[src/rtl/gfx_bus_pkg.sv]
// Shared definitions for the graphics bus device: FSM encoding, header layout, frame limits.
package gfx_bus_pkg;

  typedef enum logic [2:0] {
    ST_IDLE     = 3'd0,
    ST_WDATA    = 3'd1,
    ST_TURN_OUT = 3'd2,
    ST_RDATA    = 3'd3,
    ST_TURN_IN  = 3'd4
  } state_t;

  localparam int HDR_DIR_BIT = 7;
  localparam int HDR_LEN_MSB = 6;
  localparam int HDR_LEN_LSB = 0;
  localparam int MAX_LEN     = 128;
  localparam int CNT_W       = $clog2(MAX_LEN) + 1;

  // Header carries N-1 in its length field; return the true payload count N.
  function automatic logic [CNT_W-1:0] hdr_len(input logic [7:0] hdr);
    return {1'b0, hdr[HDR_LEN_MSB:HDR_LEN_LSB]} + CNT_W'(1);
  endfunction

endpackage

[src/rtl/sync_fifo.sv]
// Single-clock FIFO with simultaneous push/pop; DEPTH must be a power of two.
module sync_fifo #(
  parameter int WIDTH = 9,
  parameter int DEPTH = 4
) (
  input  logic                   clk,
  input  logic                   rst_n,
  input  logic                   push,
  input  logic [WIDTH-1:0]       push_data,
  input  logic                   pop,
  output logic [WIDTH-1:0]       pop_data,
  output logic                   full,
  output logic                   empty,
  output logic [$clog2(DEPTH):0] level
);

  localparam int AW = $clog2(DEPTH);
  localparam int LW = AW + 1;

  logic [WIDTH-1:0] r_mem [DEPTH];
  logic [AW-1:0]    r_wptr;
  logic [AW-1:0]    r_rptr;
  logic [LW-1:0]    r_level;
  logic             w_do_push;
  logic             w_do_pop;

  assign w_do_pop  = pop && !empty;
  assign w_do_push = push && (!full || w_do_pop);
  assign full      = (r_level == LW'(DEPTH));
  assign empty     = (r_level == '0);
  assign level     = r_level;
  assign pop_data  = r_mem[r_rptr];

  // Storage array, written at the tail pointer; contents need no reset.
  always_ff @(posedge clk) begin
    if (w_do_push) r_mem[r_wptr] <= push_data;
  end

  // Pointers wrap naturally; occupancy tracks push minus pop.
  always_ff @(posedge clk or negedge rst_n) begin
    if (!rst_n) begin
      r_wptr  <= '0;
      r_rptr  <= '0;
      r_level <= '0;
    end else begin
      if (w_do_push) r_wptr <= r_wptr + AW'(1);
      if (w_do_pop)  r_rptr <= r_rptr + AW'(1);
      r_level <= r_level + LW'(w_do_push) - LW'(w_do_pop);
    end
  end

endmodule

[src/rtl/gfx_bus_device.sv]
// Host-side byte bus device: decodes write/read frames, buffers writes, streams reads.
module gfx_bus_device
  import gfx_bus_pkg::*;
#(
  parameter int RX_DEPTH = 4
) (
  input  logic       clk,
  input  logic       rst_n,
  input  logic       gfx_hok,
  output logic       gfx_dok,
  output logic       gfx_irq,
  input  logic [7:0] gfx_dq_i,
  output logic [7:0] gfx_dq_o,
  output logic       gfx_dq_oe,
  output logic [7:0] wr_data,
  output logic       wr_last,
  output logic       wr_valid,
  input  logic       wr_ready,
  output logic       rd_start,
  output logic [7:0] rd_len,
  input  logic [7:0] rd_data,
  input  logic       rd_valid,
  output logic       rd_ready,
  input  logic       irq_in
);

  localparam int LVL_W  = $clog2(RX_DEPTH) + 1;
  localparam int FREE_W = LVL_W + 1;

  state_t           r_state;
  state_t           w_state_next;
  logic [CNT_W-1:0] r_cnt;
  logic [CNT_W-1:0] w_cnt_next;
  logic [CNT_W-1:0] r_req_left;
  logic [CNT_W-1:0] r_rd_len;
  logic             r_dok;
  logic             w_dok_next;
  logic             r_oe;
  logic             w_oe_next;
  logic             r_rd_start;
  logic [7:0]       r_obuf;
  logic             r_obuf_valid;
  logic             w_obuf_valid_next;
  logic             r_irq;

  logic             w_beat;
  logic             w_hdr_read;
  logic             w_last_beat;
  logic [CNT_W-1:0] w_hdr_len;
  logic             w_push;
  logic [8:0]       w_push_data;
  logic             w_pop;
  logic [8:0]       w_pop_data;
  logic             w_full;
  logic             w_empty;
  logic [LVL_W-1:0] w_level;
  logic [FREE_W-1:0] w_level_next;
  logic             w_free_ok;
  logic             w_rd_load;

  assign w_beat      = gfx_hok && r_dok;
  assign w_hdr_len   = hdr_len(gfx_dq_i);
  assign w_hdr_read  = (r_state == ST_IDLE) && w_beat && gfx_dq_i[HDR_DIR_BIT];
  assign w_last_beat = (r_cnt == CNT_W'(1));

  assign w_push      = (r_state == ST_WDATA) && w_beat && !w_full;
  assign w_push_data = {gfx_dq_i, w_last_beat};
  assign wr_valid    = !w_empty;
  assign w_pop       = wr_valid && wr_ready;
  assign wr_data     = w_pop_data[8:1];
  assign wr_last     = w_pop_data[0];

  // Room must remain for one more byte the host may already have launched.
  assign w_level_next = FREE_W'(w_level) + FREE_W'(w_push) - FREE_W'(w_pop);
  assign w_free_ok    = (FREE_W'(RX_DEPTH) - w_level_next) >= FREE_W'(2);

  assign rd_ready  = (r_state == ST_RDATA) && (r_req_left != '0) && (!r_obuf_valid || w_beat);
  assign w_rd_load = rd_valid && rd_ready;

  assign gfx_dok   = r_dok;
  assign gfx_dq_oe = r_oe;
  assign gfx_dq_o  = r_obuf;
  assign gfx_irq   = r_irq;
  assign rd_start  = r_rd_start;
  assign rd_len    = r_rd_len;

  sync_fifo #(
    .WIDTH (9),
    .DEPTH (RX_DEPTH)
  ) u_rx_fifo (
    .clk       (clk),
    .rst_n     (rst_n),
    .push      (w_push),
    .push_data (w_push_data),
    .pop       (w_pop),
    .pop_data  (w_pop_data),
    .full      (w_full),
    .empty     (w_empty),
    .level     (w_level)
  );

  // Next-state, byte counter and registered bus handshake/enable values.
  always_comb begin
    w_state_next      = r_state;
    w_cnt_next        = r_cnt;
    w_dok_next        = 1'b0;
    w_oe_next         = 1'b0;
    w_obuf_valid_next = r_obuf_valid;

    case (r_state)
      ST_IDLE: begin
        if (w_beat) begin
          w_cnt_next   = w_hdr_len;
          w_state_next = gfx_dq_i[HDR_DIR_BIT] ? ST_TURN_OUT : ST_WDATA;
        end
      end
      ST_WDATA: begin
        if (w_beat) begin
          w_cnt_next = r_cnt - CNT_W'(1);
          if (w_last_beat) w_state_next = ST_IDLE;
        end
      end
      ST_TURN_OUT: w_state_next = ST_RDATA;
      ST_RDATA: begin
        if (w_beat) begin
          w_cnt_next = r_cnt - CNT_W'(1);
          if (w_last_beat) w_state_next = ST_TURN_IN;
        end
      end
      ST_TURN_IN: w_state_next = ST_IDLE;
      default:    w_state_next = ST_IDLE;
    endcase

    if (w_rd_load) begin
      w_obuf_valid_next = 1'b1;
    end else if ((r_state == ST_RDATA) && w_beat) begin
      w_obuf_valid_next = 1'b0;
    end

    case (w_state_next)
      ST_IDLE, ST_WDATA: w_dok_next = w_free_ok;
      ST_RDATA:          w_dok_next = w_obuf_valid_next;
      default:           w_dok_next = 1'b0;
    endcase

    w_oe_next = (w_state_next == ST_RDATA);
  end

  // FSM state, counter and bus-facing control registers.
  always_ff @(posedge clk or negedge rst_n) begin
    if (!rst_n) begin
      r_state <= ST_IDLE;
      r_cnt   <= '0;
      r_dok   <= 1'b0;
      r_oe    <= 1'b0;
    end else begin
      r_state <= w_state_next;
      r_cnt   <= w_cnt_next;
      r_dok   <= w_dok_next;
      r_oe    <= w_oe_next;
    end
  end

  // Read-side datapath: output byte register, request budget, frame info, irq stage.
  always_ff @(posedge clk or negedge rst_n) begin
    if (!rst_n) begin
      r_obuf       <= '0;
      r_obuf_valid <= 1'b0;
      r_req_left   <= '0;
      r_rd_len     <= '0;
      r_rd_start   <= 1'b0;
      r_irq        <= 1'b0;
    end else begin
      r_obuf_valid <= w_obuf_valid_next;
      r_rd_start   <= w_hdr_read;
      r_irq        <= irq_in;
      if (w_rd_load) r_obuf <= rd_data;
      if (w_hdr_read) begin
        r_req_left <= w_hdr_len;
        r_rd_len   <= w_hdr_len;
      end else if (w_rd_load) begin
        r_req_left <= r_req_left - CNT_W'(1);
      end
    end
  end

endmodule

[config.mk]
export PLATFORM = sky130hd
export DESIGN_NAME = gfx_bus_device
export DESIGN_NICKNAME = d
export VERILOG_FILES = /design/src/rtl/gfx_bus_pkg.sv /design/src/rtl/sync_fifo.sv /design/src/rtl/gfx_bus_device.sv
export SDC_FILE = /design/constraint.sdc
export NUM_CORES = 1
export LEC_CHECK = 0
export CELL_PAD_IN_SITES_DETAIL_PLACEMENT = 0
export CELL_PAD_IN_SITES_GLOBAL_PLACEMENT = 2
export CORE_MARGIN = 2
export CORE_UTILIZATION = 37
export CTS_BUF_LIST = sky130_fd_sc_hd__clkbuf_4 sky130_fd_sc_hd__clkbuf_8 sky130_fd_sc_hd__clkbuf_16
export CTS_CLUSTER_DIAMETER = 30
export CTS_CLUSTER_SIZE = 20
export DETAILED_ROUTE_END_ITERATION = 8
export PLACE_DENSITY = 0.86
export SYNTH_ARGS = -nofsm -noshare
export SYNTH_HDL_FRONTEND = slang
export SYNTH_SLANG_ARGS = --single-unit
[constraint.sdc]
create_clock -name clk -period 3.3 [get_ports clk]
set_clock_uncertainty 0.1 [all_clocks]
set_input_delay 0.66 -clock clk [delete_from_list [all_inputs] [get_ports clk]]
set_output_delay 0.66 -clock clk [all_outputs]
set_load 0.05 [all_outputs]
==> results.sh, run 1 <==
export IMPL_track_usage=0.152
export IMPL_cts_htree_levels=3
export IMPL_syn_inst=302
export IMPL_antenna_left=0
export IMPL_finalSetupTns_ns=0
export IMPL_area_delta_synth_final_pct=23.5
export IMPL_status="finished clean"
export IMPL_intPower_w=0.00248
export IMPL_p_switching_w=0.00166
export IMPL_clk_latency_ns=0.36
export IMPL_synthFlopType="dfrtp_1"
export IMPL_clk_path_buf_depth=2
export IMPL_synth_area_leader_cell="dfrtp_1"
export IMPL_start_util=0.378
export IMPL_ys_async_sr_fraction=0.566
export IMPL_ir_drop_mv=0.514
export IMPL_gp_congestion=0.857
export IMPL_tritoncts="yes"
export IMPL_cap_violations=0
export IMPL_synth_edf_count=36
export IMPL_holdCritPathClass="primary input to asynchronous set/reset pin"
export IMPL_hpwl_mm=5.53
export IMPL_critical_path_max_fanout=5
export IMPL_grt_setup_unrepaired="false"
export IMPL_vias_per_cell=5.07
export IMPL_postCtsHoldBufs=0
export IMPL_crit_required_ns=2.54
export IMPL_dieArea_um2=11300
export IMPL_vias=2533
export IMPL_core_area_um2=10300
export IMPL_grt_overflow=0
export IMPL_end_kind="output pin"
export IMPL_drive_above_1_share=0.143
export IMPL_finalSetupViolations=0
export IMPL_synth_common_cells="dfrtp_1 (47), edfxtp_1 (36), nor2_1 (24)"
export IMPL_relSlewSlack=0.276
export IMPL_start_kind="primary input"
export IMPL_synth_area_leaders="dfrtp_1 (30%), edfxtp_1 (28%), mux4_2 (5.2%), ha_1 (3.9%), mux2_2 (2.6%)"
export IMPL_crit_arrival_ns=2.24
export IMPL_p_leak_nw=1.90
export IMPL_finalCritPeriodShare=0.909
export IMPL_multiInputGateArea_um2=1490
export IMPL_dr_pass1_iters=4
export IMPL_post_drt_wl_per_cell_um=15.7
export IMPL_synthAdderAreaFrac=0.0490
export IMPL_syn_num_nets=338
export IMPL_yosysSeqAreaShare=0.581
export IMPL_dieWidth_um=106
export IMPL_synthDistinctLibCells=54
export IMPL_synth_warnings=0
export IMPL_synth_top_area_frac=0.303
export IMPL_numClockSinks=83
export IMPL_n_antenna_cell=0
export IMPL_port_buffers=52
export IMPL_synth_most_common_cell="dfrtp_1"
export IMPL_grt_pass1_vias=2589
export IMPL_fin_crit_ns=3.00
export IMPL_cts_root_buf="clkbuf_8"
export IMPL_antenna_found_initial=0
export IMPL_yosys_area_share_simple=0.134
export IMPL_powerDensity_nw_per_um2=864
export IMPL_synth_compound_area_share=0.0857
export IMPL_power_frac_clock=0.202
export IMPL_n_fill_cell=962
export IMPL_combPwrFrac=0.422
export IMPL_netSwitchingFraction=0.401
export IMPL_grt_max_degree=48
export IMPL_drtIter0Drc=119
export IMPL_grt_pass1_wl_mm=13.5
export IMPL_syn_area_um2=3880
export IMPL_p_seq_frac=0.377
export IMPL_io_pins=53
export IMPL_muxShareOfSynthArea=0.0886
export IMPL_cts_buffers=9
export IMPL_finalHoldViolations=0
export IMPL_register_area_um2=2260
export IMPL_ys_ff_latch=83
export IMPL_die_y_um=106
export IMPL_path_clk_slew_ns=0.10
export IMPL_routed_wl_mm=7.84
export IMPL_drc=0
export IMPL_syn_mean_instance_area_um2=12.9
export IMPL_synth_xor_area_share=0.0271
export IMPL_worst_pin_slew_ns=1.09
export IMPL_worstSetupPathType="primary input to output pin"
export IMPL_final_core_util=0.467
export IMPL_drv_slew=0
export IMPL_fmax_mhz=333
export IMPL_fin_nets=395
export IMPL_row_count=37
export IMPL_synth_top_family_by_area="simple AND/OR/NAND/NOR gates"
[final timing paths]
kind | cells past startpoint | end | from | slack, ns
worst max-delay path | 5 | rd_ready | gfx_hok | 0.30
min in group clk | 2 | rd_len[1] | rd_len[1] | 0.39
worst min-delay path | 1 | rd_start | rst_n | 0.37
max in group asynchronous | 1 | u_rx_fifo.r_rptr[0] | rst_n | 1.96
worst max register to register | 10 | u_rx_fifo.level[2] | u_rx_fifo.level[2] | 0.76
worst min register to register | 2 | rd_len[1] | rd_len[1] | 0.39
[cell type report]
cell class / count / area share
clock inverter: 7 / 0.0222
clock buffer: 9 / 0.0258
inverter: 20 / 0.0157
sequential: 83 / 0.471
tap: 136 / 0.0355
multi-input combinational: 187 / 0.311
timing repair buffer: 58 / 0.119
[through the flow]
stage | cell area [um2] | setup slack, ns | total power, W | std cells | hold slack, ns
floorplan | 3880 | 0.218 | 0.00279 | 302 | 0.264
global placement | 4560 | 0.369 | 0.00331 | 484 | 0.363
detailed placement | 4560 | 0.335 | 0.00334 | 484 | 0.368
CTS | 4790 | 0.0921 | 0.00419 | 500 | 0.396
global route | 4800 | 0.178 | 0.00441 | 500 | 0.432
finish | 4800 | 0.299 | 0.00414 | 500 | 0.374
[cell usage in the layout, fill, tap and decap left out, drive strengths merged, types with 8 or more instances in the layout]
master         Yosys  final
clkdlybuf4s50      0     50
mux2               9      9
nor2              24     24
nand2             18     18
inv               19     22
nand3             16     16
mux4               9      9
nor3               8      8
ha                12     12
clkbuf             7      9
edfxtp            36     36
dfrtp             47     47
buf                5      8
[registers in the layout, indices dropped and copies added, names as in the netlist]
register          flops
u_rx_fifo.r_mem      36
gfx_dq_o              8
r_cnt                 8
r_req_left            8
rd_len                8
r_state               3
u_rx_fifo.level       3
u_rx_fifo.r_rptr      2
u_rx_fifo.r_wptr      2
gfx_dok               1
gfx_dq_oe             1
gfx_irq               1
r_obuf_valid          1
rd_start              1
[power groups by stage]
stage / sequential (W) / clock, W / combinational, W
CTS: 0.00156 / 0.000856 / 0.00177
finish: 0.00156 / 0.000835 / 0.00175
global route: 0.00161 / 0.000901 / 0.00190
floorplan: 0.00170 / 0 / 0.00109
detailed placement: 0.00158 / 0 / 0.00176
global placement: 0.00158 / 0 / 0.00173
[critical path, cell delays in order]
cell and delay, ns:
clkdlybuf4s50_1 0.48, a21boi_0 0.67, a211oi_1 0.10, buf_4 0.19
buf_12 0.14
[routing by layer]
layer | track usage | up-vias | wire, um
li1 | - | 1215 | -
met1 | 0.213 | 1250 | 3750
met2 | 0.239 | 61 | 3700
met3 | 0.0362 | 7 | 318
met4 | 0.0362 | 0 | 62
met5 | 0 | - | 0
[cell families after synthesis]
kind of cell	count (synthesis)
AOI/OAI and AO/OA	41
DFF	83
adders and majority gates	14
buffers and inverters	32
xor gates and xnor gates	12
muxes	22
and+or+nand+nor	98
[what timing repair did]
| action | CTS | global route |
|---|---|---|
| buffers inserted | 0 | 0 |
| hold endpoints to repair | 0 | 0 |
| gates resized for setup | 0 | 1 |
| endpoints found under the setup margin | 0 | 1 |
No activity file was read; power rests on OpenSTA's default activity.
==> run 2, diff against run 1 <==
- REMOVE_ABC_BUFFERS: unset -> 1
==> run 2 against run 1 <==
Flip-flop and latch count is the same. Core utilization grew 0.28 points. Clock-buffer cell count is the same. Via count grew 0.79%. Final cell count grew 0.20%. First-iteration DRC count grew 4.2%. Critical path type is now flop to output pin.
==> results.sh, run 2 (same netlist as run 1, synthesis figures left out) <==
export IMPL_row_count=37
export IMPL_critical_path_max_fanout=10
export IMPL_grt_setup_unrepaired="false"
export IMPL_drc=0
export IMPL_dr_pass1_iters=5
export IMPL_die_y_um=106
export IMPL_multiInputGateArea_um2=1490
export IMPL_r2r_end="u_rx_fifo.level[2]"
export IMPL_largest_register_ffs=36
export IMPL_clk_latency_ns=0.36
export IMPL_worstSetupPathType="flop to output pin"
export IMPL_vias_per_cell=5.10
export IMPL_clk_path_buf_depth=2
export IMPL_numClockSinks=83
export IMPL_status="finished clean"
export IMPL_start_kind="flop"
export IMPL_start_util=0.378
export IMPL_end_kind="output pin"
export IMPL_hpwl_mm=5.48
export IMPL_crit_arrival_ns=2.21
export IMPL_io_pins=53
export IMPL_crit_path_end="wr_data[0]"
export IMPL_final_common_cell="clkdlybuf4s50_1"
export IMPL_routed_wl_mm=7.65
export IMPL_core_area_um2=10300
export IMPL_drive_above_1_share=0.145
export IMPL_n_antenna_cell=0
export IMPL_grt_overflow=0
export IMPL_regMostFlops="u_rx_fifo.r_mem"
export IMPL_powerDensity_nw_per_um2=872
export IMPL_crit_required_ns=2.54
export IMPL_post_drt_wl_per_cell_um=15.3
export IMPL_grt_pass1_vias=2650
export IMPL_n_fill_cell=941
export IMPL_antenna_left=0
export IMPL_register_area_um2=2260
export IMPL_dieArea_um2=11300
export IMPL_fin_nets=396
export IMPL_worst_pin_slew_ns=1.07
export IMPL_tritoncts="yes"
export IMPL_gp_congestion=0.775
export IMPL_cts_buffers=9
export IMPL_p_leak_nw=1.91
export IMPL_critPathLaunch="u_rx_fifo.r_rptr[0]"
export IMPL_r2r_start="u_rx_fifo.level[2]"
export IMPL_vias=2553
export IMPL_cts_setup_buffers=0
export IMPL_finalSetupTns_ns=0
export IMPL_finalHoldViolations=0
export IMPL_fmax_mhz=337
export IMPL_holdWs_ns=0.372
export IMPL_port_buffers=52
export IMPL_ir_drop_mv=0.654
export IMPL_antenna_found_initial=0
export IMPL_relSlewSlack=0.287
export IMPL_holdCritPathClass="primary input to asynchronous set/reset pin"
export IMPL_drtIter0Drc=124
export IMPL_area_delta_synth_final_pct=24.2
export IMPL_cts_htree_levels=3
export IMPL_reg2reg_slack_ns=0.79
export IMPL_dieWidth_um=106
export IMPL_mostFrequentLayoutCells="clkdlybuf4s50_1 (50), dfrtp_1 (46), edfxtp_1 (36)"
export IMPL_path_clk_slew_ns=0.09
export IMPL_drv_slew=0
export IMPL_cap_violations=0
export IMPL_track_usage=0.146
export IMPL_grt_max_degree=48
export IMPL_cts_root_buf="clkbuf_8"
export IMPL_finalSetupViolations=0
export IMPL_finalCritPeriodShare=0.899
export IMPL_fin_crit_ns=2.97
export IMPL_grt_pass1_wl_mm=13.0
export IMPL_postCtsHoldBufs=0
export IMPL_reg2reg_depth=10
-- run 2: layout make-up --
class                           count  area share
Sequential cell                    83       0.468
Multi-Input combinational cell    187       0.309
Timing Repair Buffer               59       0.120
Tap cell                          136      0.0353
Clock inverter                      7      0.0265
Clock buffer                        9      0.0257
Inverter                           20      0.0156
-- run 2: how the worst min path moves through the flow --
stage,from,to,slack (ns),depth (start not counted)
finish,rst_n,rd_len[4],0.37,1
global route,rd_len[7],rd_len[7],0.44,2
CTS,rd_len[7],rd_len[7],0.41,2
detailed placement,rd_len[1],rd_len[1],0.37,2
global placement,rd_len[1],rd_len[1],0.37,2
floorplan,rst_n,gfx_dok,0.26,0
-- run 2: critical path, cell delays in order, from the launching register on --
cell             delay, ns
dfrtp_2               0.58
mux4_2                0.56
clkdlybuf4s50_1       0.71
-- run 2: per-layer routing --
layer,track usage,part of all wire
met1,0.188,0.46
met2,0.235,0.47
met3,0.0466,0.055
met4,0.0501,0.016
met5,0,0
-- run 2: where the power goes --
| group | total (W) | internal, W | leakage [nW] | switching (W) |
|---|---|---|---|---|
| sequential | 0.00155 | 0.00130 | 0.895 | 0.000242 |
| clock | 0.000903 | 0.000516 | 0.127 | 0.000388 |
| combinational | 0.00176 | 0.000747 | 0.893 | 0.00101 |
| total | 0.00421 | 0.00257 | 1.91 | 0.00164 |
-- run 2: repair_timing --
item / 4_1_cts / 5_1_grt
endpoints found under the setup margin: 0 / 1
gates resized for setup: 0 / 1
endpoints found under the hold margin: 0 / 0
-- run 2: per-stage QoR --
stage          utilization  instances  power, W  setup WS [ns]  instance area [um2]
2_1_floorplan            -        290   0.00277          0.218                 3820
3_3_place_gp         0.445        485   0.00331          0.415                 4570
3_5_place_dp         0.445        485   0.00335          0.397                 4570
4_1_cts              0.469        501   0.00426         0.0850                 4820
5_1_grt              0.469        501   0.00448          0.221                 4820
6_report             0.469        501   0.00421          0.333                 4820
